## src/rtl/pipe_skid_buffer_pkg.sv

```systemverilog
// -----------------------------------------------------------------------------
// pipe_skid_buffer_pkg
//   Shared definitions for the two-entry skid buffer.
//   The state encoding doubles as the occupancy count (EMPTY=0, BUSY=1,
//   FULL=2), so stage controllers and monitors can read either one.
// -----------------------------------------------------------------------------
package pipe_skid_buffer_pkg;

  localparam logic [1:0] ST_EMPTY = 2'd0;
  localparam logic [1:0] ST_BUSY  = 2'd1;
  localparam logic [1:0] ST_FULL  = 2'd2;

endpackage : pipe_skid_buffer_pkg

```

## src/rtl/DffPosRst.sv

```systemverilog
// -----------------------------------------------------------------------------
// DffPosRst
//   Rising-edge D flop with asynchronous, active-high reset to RST_VALUE.
//   Ports:
//     clk  - clock
//     rst  - asynchronous active-high reset
//     d    - next value
//     q    - registered value
// -----------------------------------------------------------------------------
module DffPosRst #(
  parameter int                    DATA_WIDTH = 1,
  parameter logic [DATA_WIDTH-1:0] RST_VALUE  = '0
) (
  input  logic                  clk,
  input  logic                  rst,
  input  logic [DATA_WIDTH-1:0] d,
  output logic [DATA_WIDTH-1:0] q
);

  always_ff @(posedge clk or posedge rst) begin
    if (rst) begin
      q <= RST_VALUE;
    end else begin
      q <= d;
    end
  end

endmodule : DffPosRst

```

## src/rtl/pipe_skid_buffer.sv

```systemverilog
// -----------------------------------------------------------------------------
// pipe_skid_buffer
//   Two-entry valid/ready register slice. Breaks the forward (valid/data) and
//   backward (ready) paths: every output is a flop or a decode of flops only.
//   The main register drives m_data; the skid register catches the one beat
//   that arrives in the cycle after downstream stalls.
//   Ports:
//     clk       - clock, rising edge
//     rst       - asynchronous active-high reset
//     flush     - synchronous discard of all buffered beats
//     s_valid   - upstream beat valid
//     s_ready   - upstream may transfer (from registers only)
//     s_data    - upstream payload
//     m_valid   - downstream beat valid (from registers only)
//     m_ready   - downstream accepts
//     m_data    - downstream payload (main register)
//     occupancy - beats held, 0..2 (the state register itself)
// -----------------------------------------------------------------------------
module pipe_skid_buffer
  import pipe_skid_buffer_pkg::*;
#(
  parameter int                    DATA_WIDTH = 16,
  parameter logic [DATA_WIDTH-1:0] RST_DATA   = '0
) (
  input  logic                  clk,
  input  logic                  rst,
  input  logic                  flush,
  input  logic                  s_valid,
  output logic                  s_ready,
  input  logic [DATA_WIDTH-1:0] s_data,
  output logic                  m_valid,
  input  logic                  m_ready,
  output logic [DATA_WIDTH-1:0] m_data,
  output logic [1:0]            occupancy
);

  logic [1:0]            state_q;
  logic [1:0]            state_d;
  logic [DATA_WIDTH-1:0] main_q;
  logic [DATA_WIDTH-1:0] main_d;
  logic [DATA_WIDTH-1:0] skid_q;
  logic [DATA_WIDTH-1:0] skid_d;
  logic                  init_q;
  logic                  up_xfer;
  logic                  dn_xfer;

  // init_q is 0 during reset and the following cycle's first edge sets it;
  // holding s_ready low until then keeps upstream from transferring into a
  // buffer that is still coming out of reset.
  assign s_ready   = init_q & (state_q != ST_FULL);
  assign m_valid   = (state_q != ST_EMPTY);
  assign m_data    = main_q;
  assign occupancy = state_q;

  assign up_xfer = s_valid & s_ready;
  assign dn_xfer = m_valid & m_ready;

  // Next-state and register-enable muxes
  always_comb begin
    state_d = state_q;
    main_d  = main_q;
    skid_d  = skid_q;
    if (flush) begin
      state_d = ST_EMPTY;
      main_d  = RST_DATA;
      skid_d  = RST_DATA;
    end else begin
      unique case (state_q)
        ST_EMPTY: begin
          if (up_xfer) begin
            main_d  = s_data;
            state_d = ST_BUSY;
          end
        end
        ST_BUSY: begin
          if (up_xfer && dn_xfer) begin
            main_d = s_data;
          end else if (up_xfer) begin
            // Downstream stalled: park the new beat behind the head.
            skid_d  = s_data;
            state_d = ST_FULL;
          end else if (dn_xfer) begin
            state_d = ST_EMPTY;
          end
        end
        ST_FULL: begin
          if (dn_xfer) begin
            main_d  = skid_q;
            state_d = ST_BUSY;
          end
        end
        default: begin
          state_d = ST_EMPTY;
        end
      endcase
    end
  end

  // Register stage
  DffPosRst #(
    .DATA_WIDTH (2),
    .RST_VALUE  (ST_EMPTY)
  ) u_state (
    .clk (clk),
    .rst (rst),
    .d   (state_d),
    .q   (state_q)
  );

  DffPosRst #(
    .DATA_WIDTH (DATA_WIDTH),
    .RST_VALUE  (RST_DATA)
  ) u_main (
    .clk (clk),
    .rst (rst),
    .d   (main_d),
    .q   (main_q)
  );

  DffPosRst #(
    .DATA_WIDTH (DATA_WIDTH),
    .RST_VALUE  (RST_DATA)
  ) u_skid (
    .clk (clk),
    .rst (rst),
    .d   (skid_d),
    .q   (skid_q)
  );

  DffPosRst #(
    .DATA_WIDTH (1),
    .RST_VALUE  (1'b0)
  ) u_init (
    .clk (clk),
    .rst (rst),
    .d   (1'b1),
    .q   (init_q)
  );

endmodule : pipe_skid_buffer

```

## config.mk

```make
export PLATFORM = sky130hd
export DESIGN_NAME = pipe_skid_buffer
export DESIGN_NICKNAME = d
export VERILOG_FILES = /design/src/rtl/pipe_skid_buffer_pkg.sv /design/src/rtl/DffPosRst.sv /design/src/rtl/pipe_skid_buffer.sv
export SDC_FILE = /design/constraint.sdc
export NUM_CORES = 1
export LEC_CHECK = 0
export CORE_MARGIN = 2
export CORE_UTILIZATION = 33
export DETAILED_ROUTE_END_ITERATION = 8
export SYNTH_ARGS = -nofsm -noshare
export SYNTH_HDL_FRONTEND = slang
export SYNTH_SLANG_ARGS = --single-unit
export TNS_END_PERCENT = 10
```

## constraint.sdc

```tcl
create_clock -name clk -period 1.63 [get_ports clk]
set_clock_uncertainty 0.2 [all_clocks]
set_input_delay 0.326 -clock clk [delete_from_list [all_inputs] [get_ports clk]]
set_output_delay 0.326 -clock clk [all_outputs]
set_load 0.02 [all_outputs]
```

==> flow_summary_export.csv, run 1 <==
group,metric,value,unit
setup_path,path_class,"flop to flop",
sta,fmax,564,MHz
die,rows,25,
global_route,grt_max_degree,36,
global_route,grt_pass1_wl,5940,um
sta,setup_viol,33,
setup_path,cp_slowest_cell,"dfrtp_2",
cts,cts_tree,"yes",
die,initial_core_util,34.7,%
place,portBuffers,40,
setup_path,cpMostUsedCell,"buf_4",
finish,fin_cells,270,
setup_path,end_kind,"flop",
setup_path,crit_path_max_incr_delay,0.45,ns
synthesis,ys_ff_latch,35,
place,place_ws,-0.512,ns
cts,cts_buffers,5,
finish,antenna_cells,0,
finish,num-nets-final,223,
place,hpwl,2580,um
cts,cts_root_buf,"clkbuf_8",
drt,wirelength,3860,um
power,vdd_ir_drop_max,402,uV
sta,finalSetupTns,-2.46,ns
sta,layout_min_cycle_time,1.77,ns
global_route,grt-ovfl-total,0,
drt,num_vias,1295,
die,core-area,4790,um2
global_route,antenna_found_initial,0,
synthesis,synth_cells,144,
sta,rsz0062_at_grt,"yes",
finish,finalCoreUtilization,50.5,%
synthesis,syn_nets,165,
power,fin_total_pwr,2.00,mW
die,die_area,5610,um2
drt,vias_per_cell,4.80,
place,gp_congestion,0.724,
finish,fin_area,2410,um2
hold_path,hold_class,"input port to async pin",
finish,drive_gt1_share,25.6,%
setup_path,critical_path_required,1.62,ns
finish,area_growth,45.4,%
cts,clock-sinks,35,
global_route,grtUsageMet3,3.88,%
synthesis,yosysWarnings,0,
cts,htreeDepth,2,
die,die_h,74.9,um
global_route,grt_util_all_layers,14.1,%
die,die_w,74.9,um
sta,maxSlewViolCount,0,
setup_path,start_kind,"flop",
synthesis,seq_area_frac_synth,52.8,%
power,leakage,1.05,nW
synthesis,ys_types,24,
die,io_pins,41,
global_route,grt_pass1_vias,1288,
sta,finalWorstSetupSlack,-0.144,ns
cts,cts_buffer_depth,2,
synthesis,syn_avg_cell_area,11.5,um2
finish,multiInputGateArea,759,um2
setup_path,crit_chain,"buf_6 -> and4bb_2 -> a2111oi_4 -> buf_4 -> buf_4 -> o31ai_1",
flow_run,drv_cap,0,
drt,drc_errors,0,
drt,drtIter0Drc,61,
setup_path,path_max_fanout,4,
global_route,use_met1,17.9,%
finish,final_common_cell,"dfrtp_1",
drt,drtPass1Iterations,5,
cts,clk_pin_slew,0.07,ns
place,dp.cells,254,
place,place_area,2210,um2
global_route,grt_use_met2,23.7,%
cts,insertion_delay,0.28,ns
power,p_per_area,827,nW/um2
run_status,failed_checks,"negative setup slack",
drt,ant_nets,0,
sta,post-route-period-util,109,%
sta,hold_ws,0.193,ns
finish,fill_cells,442,
setup_path,worstPathArrival,1.76,ns
drt,wl_per_cell,14.3,um
run_status,outcome,"finished with violations",
sta,finalHoldViolations,0,
finish,seq_area,878,um2
finish,final_cell_mix,"dfrtp_1, mux2i_1, clkdlybuf4s50_1, dlygate4sd2_1, nor2_1",
synthesis,netlist_area,1660,um2
cts,cts_hold_buf,0,
global_route,busiest_layer,"met2",
==> final cells by class <==
class | count | area share, %
clock buffer | 8 | 4.15
inverter | 1 | 0.155
multi-input combinational | 97 | 31.5
sequential | 35 | 36.4
tap | 67 | 3.47
timing repair buffer | 62 | 24.4
==> logic make-up after synthesis <==
logic type | after synthesis | share of synthesized area (%)
DFF | 35 | 52.8
AOI/OAI and AO/OA | 21 | 10.3
other | 1 | 0.226
and+or+nand+nor | 43 | 12.1
muxes | 32 | 19.3
buffers and inverters | 12 | 5.27
==> flip-flops by register name, summed over array words and instances (netlist names) <==
register / cells
u_init.q: 1
u_main.q: 16
u_skid.q: 16
u_state.q: 2
==> report_power, final <==
group / leakage (nW) / switching, mW / internal (mW)
Clock: 0.0515 / 0.294 / 0.385
Combinational: 0.534 / 0.194 / 0.182
Sequential: 0.467 / 0.0295 / 0.913
Total: 1.05 / 0.517 / 1.48
==> worst paths after layout <==
kind	startpoint	endpoint	slack (ns)	cells past startpoint
worst max-delay path	u_state.q[0]	u_main.q[3]	-0.14	6
worst min-delay path	rst	u_state.q[1]	0.19	3
worst max register to register	u_state.q[0]	u_main.q[3]	-0.14	6
worst min register to register	u_main.q[0]	u_main.q[0]	0.28	2
max in group asynchronous	rst	u_state.q[0]	0.85	3
min in group clk	u_main.q[0]	u_main.q[0]	0.28	2
==> critical path, delay by kind of cell, from the launching register on <==
family / cells / cell delay (ns)
AO/OA/AOI/OAI: 2 / 0.27
buffers and inverters: 3 / 0.44
AND/OR/NAND/NOR: 1 / 0.33
flip-flops: 1 / 0.45
==> layer usage <==
metal  up-vias  share of wire, %
li1        615                 -
met1       638                45
met5         -                 0
met2        38                49
met3         4               5.5
met4         0              0.85
==> synth_stat cells, drive strengths merged <==
library cell	instances	area, um2
and4b	1	13.8
inv	1	3.75
buf	8	72.6
mux2i	32	320
nand3b	1	7.51
and4bb	1	12.5
nor2b	2	15.0
a21o	1	8.76
nor2	17	63.8
conb	1	3.75
o31ai	16	120
a2111oi	1	27.5
nand2	17	63.8
a21oi	3	15.0
nor4b	1	8.76
dfrtp	35	876
nor3	1	5.00
nand3	1	5.00
clkbuf	3	11.3
or2	1	6.26
==> repair_timing <==
item / in CTS / in global routing
pin swaps: 3 / 3
setup endpoints to repair: 52 / 34
gates resized for setup: 47 / 13
buffers inserted: 3 / 1
gates cloned: 3 / 1
(Power assumes the default switching activity.)
==> run 2: changes to the inputs <==
--- a/config.mk
+++ b/config.mk
@@ -6,8 +6,10 @@
 export NUM_CORES = 1
 export LEC_CHECK = 0
 export CORE_MARGIN = 2
-export CORE_UTILIZATION = 33
+export CORE_UTILIZATION = 44
+export CTS_CLUSTER_DIAMETER = 50
 export DETAILED_ROUTE_END_ITERATION = 8
+export PLACE_DENSITY = 0.75
 export SYNTH_ARGS = -nofsm -noshare
 export SYNTH_HDL_FRONTEND = slang
 export SYNTH_SLANG_ARGS = --single-unit
==> flow_summary_export.csv, run 2 (synthesis gave the netlist of run 1 again) <==
group,metric,value,unit
setup_path,timing.rr.start,"u_state.q[1]",
setup_path,start_kind,"flop",
global_route,grt-ovfl-total,0,
power,vdd_ir_drop_max,589,uV
setup_path,critical_path_required,1.58,ns
sta,finalSetupTns,-4.19,ns
sta,setup_viol,33,
run_status,failed_checks,"negative setup slack",
sta,post-route-period-util,111,%
global_route,grt_use_met2,37.9,%
hold_path,hold_class,"input port to async pin",
sta,layout_min_cycle_time,1.81,ns
cts,cts_root_buf,"clkbuf_8",
cts,cts_tree,"yes",
drt,drc_errors,0,
global_route,antenna_found_initial,0,
die,io_pins,41,
place,portBuffers,40,
setup_path,path_class,"flop to flop",
finish,num-nets-final,224,
drt,wl_per_cell,16.4,um
setup_path,cp-startpoint,"u_state.q[1]",
global_route,grtUsageMet3,5.99,%
drt,drtPass1Iterations,4,
finish,fin_cells,251,
power,p_int,1.41,mW
sta,finalWorstSetupSlack,-0.179,ns
drt,ant_nets,0,
cts,htreeDepth,2,
place,hpwl,2440,um
cts,clock-sinks,35,
drt,num_vias,1313,
cts,cts_buffer_depth,2,
die,rows,22,
global_route,grt_max_degree,36,
run_status,outcome,"finished with violations",
cts,insertion_delay,0.29,ns
place,place_area,2180,um2
place,dp.cells,234,
flow_run,drv_cap,0,
power,p_sw_share,26.9,%
sta,finalHoldViolations,0,
setup_path,path_max_fanout,8,
power,power_frac_clock,29.6,%
power,seq_power_share,49.1,%
cts,cts_buffers,5,
power,leakage,1.09,nW
die,die_w,65.4,um
finish,area_growth,48.5,%
sta,fmax,553,MHz
finish,final_cell_mix,"dfrtp_1, mux2i_1, dlygate4sd2_1",
power,p_comb_share,21.3,%
die,die_area,4280,um2
power,p_per_area,783,nW/um2
global_route,grt_pass1_wl,6640,um
global_route,grt_util_all_layers,21.3,%
drt,wirelength,4110,um
global_route,use_met1,23.1,%
power,p_switching,0.519,mW
cts,clk_pin_slew,0.07,ns
die,core-area,3630,um2
finish,fin_area,2460,um2
finish,drive_gt1_share,28.1,%
place,gp_congestion,0.756,
drt,drtIter0Drc,32,
setup_path,end_kind,"flop",
finish,final_common_cell,"dfrtp_1",
global_route,grt_pass1_vias,1408,
global_route,busiest_layer,"met2",
sta,maxSlewViolCount,0,
setup_path,worstPathArrival,1.76,ns
die,initial_core_util,45.7,%
die,die_h,65.4,um
finish,antenna_cells,0,
drt,vias_per_cell,5.23,
sta,rsz0062_at_grt,"yes",
finish,reg_top3,"u_main.q (16), u_skid.q (16), u_state.q (2)",
run 2: cell count changes in the layout (fill, tap and decap cells not counted), sizes merged:
cell,before,now
buf,26,25
dlygate4sd2,18,19
run 2: worst paths after layout:
kind	to	slack, ns	depth (start not counted)
worst max-delay path	u_main.q[8]	-0.18	6
worst min-delay path	u_main.q[1]	0.18	3
worst max register to register	u_main.q[8]	-0.18	6
worst min register to register	u_main.q[4]	0.28	2
max in group asynchronous	u_state.q[0]	0.87	3
min in group clk	u_main.q[4]	0.28	2
run 2: area by class of cell:
cell class              instances  area (um2)
clock buffers                   7        76.3
fillers                       276        1170
inverters                       1        3.75
multi-input cells              97         802
flip-flops and latches         35         878
well taps                      48        60.1
repair buffers                 63         644
run 2: routing by layer:
layer,up-vias,wire [um]
met5,-,0
met4,0,87
met3,8,186
met2,37,2140
met1,648,1700
li1,620,-
run 2: worst max-delay path: stages (launching register included):
cell and delay (ns):
dfrtp_2 0.43, nor2b_4 0.15, buf_6 0.13, a2111oi_4 0.31, buf_4 0.22, clkbuf_16 0.16
o31ai_1 0.07
run 2: timing repair:
item	CTS	global route
pin swaps	5	4
setup endpoints to repair	52	34
gates cloned	2	1
hold buffers	0	0
hold endpoints to repair	0	0
buffers inserted	6	1
resized for setup	49	14
run 2: power groups by stage:
stage | Clock [mW] | Combinational, mW | Sequential (mW)
after CTS | 0.580 | 0.389 | 0.941
after detailed placement | 0 | 0.359 | 0.958
after global routing | 0.622 | 0.438 | 0.951
after global placement | 0 | 0.350 | 0.956
after floorplan | 0 | 0.131 | 1.00
final | 0.571 | 0.411 | 0.947
run 2: through the flow:
step / utilization, % / setup WS, ns / power, mW / hold slack (ns)
2_1_floorplan: - / -0.0890 / 1.13 / 0.193
3_3_place_gp: 59.9 / -0.469 / 1.31 / 0.264
3_5_place_dp: 59.9 / -0.551 / 1.32 / 0.276
4_1_cts: 66.0 / -0.177 / 1.91 / 0.191
5_1_grt: 67.8 / -0.230 / 2.01 / 0.202
6_report: 67.8 / -0.179 / 1.93 / 0.176
==> RTL edit, RTL diff (settings of run 1) <==
Make the reset (`rst`) synchronous in one clocked block. Comments in the files are not updated.
--- a/src/rtl/DffPosRst.sv
+++ b/src/rtl/DffPosRst.sv
@@ -17,7 +17,7 @@
   output logic [DATA_WIDTH-1:0] q
 );
 
-  always_ff @(posedge clk or posedge rst) begin
+  always_ff @(posedge clk) begin
     if (rst) begin
       q <= RST_VALUE;
     end else begin
Behaviour: differs if rst is asserted again (counterexample within 4 cycles, from zero or initial values and one cycle with rst high); with rst held inactive, the same outputs for 10 cycles.
==> RTL edit against run 1 <==
- the run still ends with setup timing left
- routed wire length decreased by 9.8%
- area after synthesis decreased by 12%
- sequential cell count unchanged
- non-clock buffer count is 6 lower
- total power down 14%
- cell area decreased by 13%
- worst setup slack improved by 0.079 ns
- critical path type unchanged
- highest routed layer unchanged
==> RTL edit: results (changes against run 1) <==
.. list-table::
   :header-rows: 1

   * - Metric
     - Value
   * - Worst setup slack after placement
     - -0.381 ns (was -0.512 ns)
   * - Combined global-route utilization of all metal layers
     - 14.6% (was 14.1%)
   * - Proportion of layout cells with a drive suffix above 1
     - 18.7% (was 25.6%)
   * - Initial detailed-routing violation count
     - 52 (was 61)
   * - Sum of met2 wire segment lengths after detailed routing
     - 1710 µm (was 1890 µm)
   * - Setup crit end
     - u_skid.q[9]$_SDFFE_PP0P_ (was u_main.q[3]$_DFFE_PP0P_)
   * - Prevailing post-synth register cell
     - sky130_fd_sc_hd__dfxtp_1 (was sky130_fd_sc_hd__dfrtp_1)
   * - Detailed route wirelength on metal3
     - 166 µm (was 211 µm)
   * - Fraction of met3 tracks used by global routing
     - 3.61% (was 3.88%)
   * - CTS-repair resized insts
     - 42 (was 47)
   * - Launch instance of the worst register-to-register path
     - u_state.q[0]$_SDFFE_PP0P_ (was u_state.q[0]$_DFFE_PP0P_)
   * - Combinational share of power
     - 11.9% (was 18.8%)
   * - Total routed wire length on the met1 layer
     - 1550 µm (was 1730 µm)
   * - Cell-internal power
     - 1.32 mW (was 1.48 mW)
   * - R2R depth
     - 7 (was 6)
   * - Number of buffers inserted to repair setup after CTS
     - 0 (was 3)
   * - Post-route setup slack
     - -0.0655 ns (was -0.144 ns)
   * - Cell types with the largest area share after synthesis
     - sky130_fd_sc_hd__dfxtp_1 48%, sky130_fd_sc_hd__mux2i_1 23%, sky130_fd_sc_hd__a21oi_1 5.5% (was sky130_fd_sc_hd__dfrtp_1 53%, sky130_fd_sc_hd__mux2i_1 19%, sky130_fd_sc_hd__o31ai_1 7.2%)
   * - Setup-violating endpoint count in the final report
     - 30 (was 33)
   * - Drt total wl
     - 3480 µm (was 3860 µm)
   * - Number of fillers in the final layout
     - 413 (was 442)
   * - Maximum fanout encountered on the critical timing path
     - 8 (was 4)
   * - Drt first pass iters
     - 2 (was 5)
   * - Largest net degree at the start of global routing
     - 33 (was 36)
   * - Hpwl dp
     - 2290 µm (was 2580 µm)
   * - Total number of vias
     - 1202 (was 1295)
   * - Violations in the final reports
     - setup timing (unchanged)
   * - Setup TNS
     - -0.960 ns (was -2.46 ns)
   * - GRT met1 Usage
     - 17.4% (was 17.9%)
   * - Fraction of registers with async set/reset
     - 0% (was 100%)
   * - Global-route wire length before repair
     - 5620 µm (was 5940 µm)
   * - Result of the run
     - finished, violations left (unchanged)
   * - Net count, final
     - 218 (was 223)
==> RTL edit: critical path, cell delays in order, from the launching register on <==
cell and delay [ns]:
sky130_fd_sc_hd__dfxtp_2 0.36, sky130_fd_sc_hd__buf_6 0.10, sky130_fd_sc_hd__nor2b_4 0.15, sky130_fd_sc_hd__nor3b_4 0.23, sky130_fd_sc_hd__buf_4 0.15, sky130_fd_sc_hd__clkbuf_16 0.15, sky130_fd_sc_hd__mux2i_1 0.18, sky130_fd_sc_hd__nor2_1 0.05
==> RTL edit: layout make-up <==
type | count | area [µm²] | area share (%)
Clock buffer | 7 | 86.3 | 4.09
Inverter | 1 | 3.75 | 0.178
Multi-Input combinational cell | 98 | 688 | 32.6
Sequential cell | 35 | 706 | 33.4
Clock inverter | 1 | 5.00 | 0.237
Tap cell | 52 | 65.1 | 3.08
Timing Repair Buffer | 56 | 557 | 26.4
==> RTL edit: logic make-up after synthesis <==
logic type	synth area share, %
compound gates	13.7
flops	48.1
mux	22.7
simple gates	10.1
buf+inv	5.41
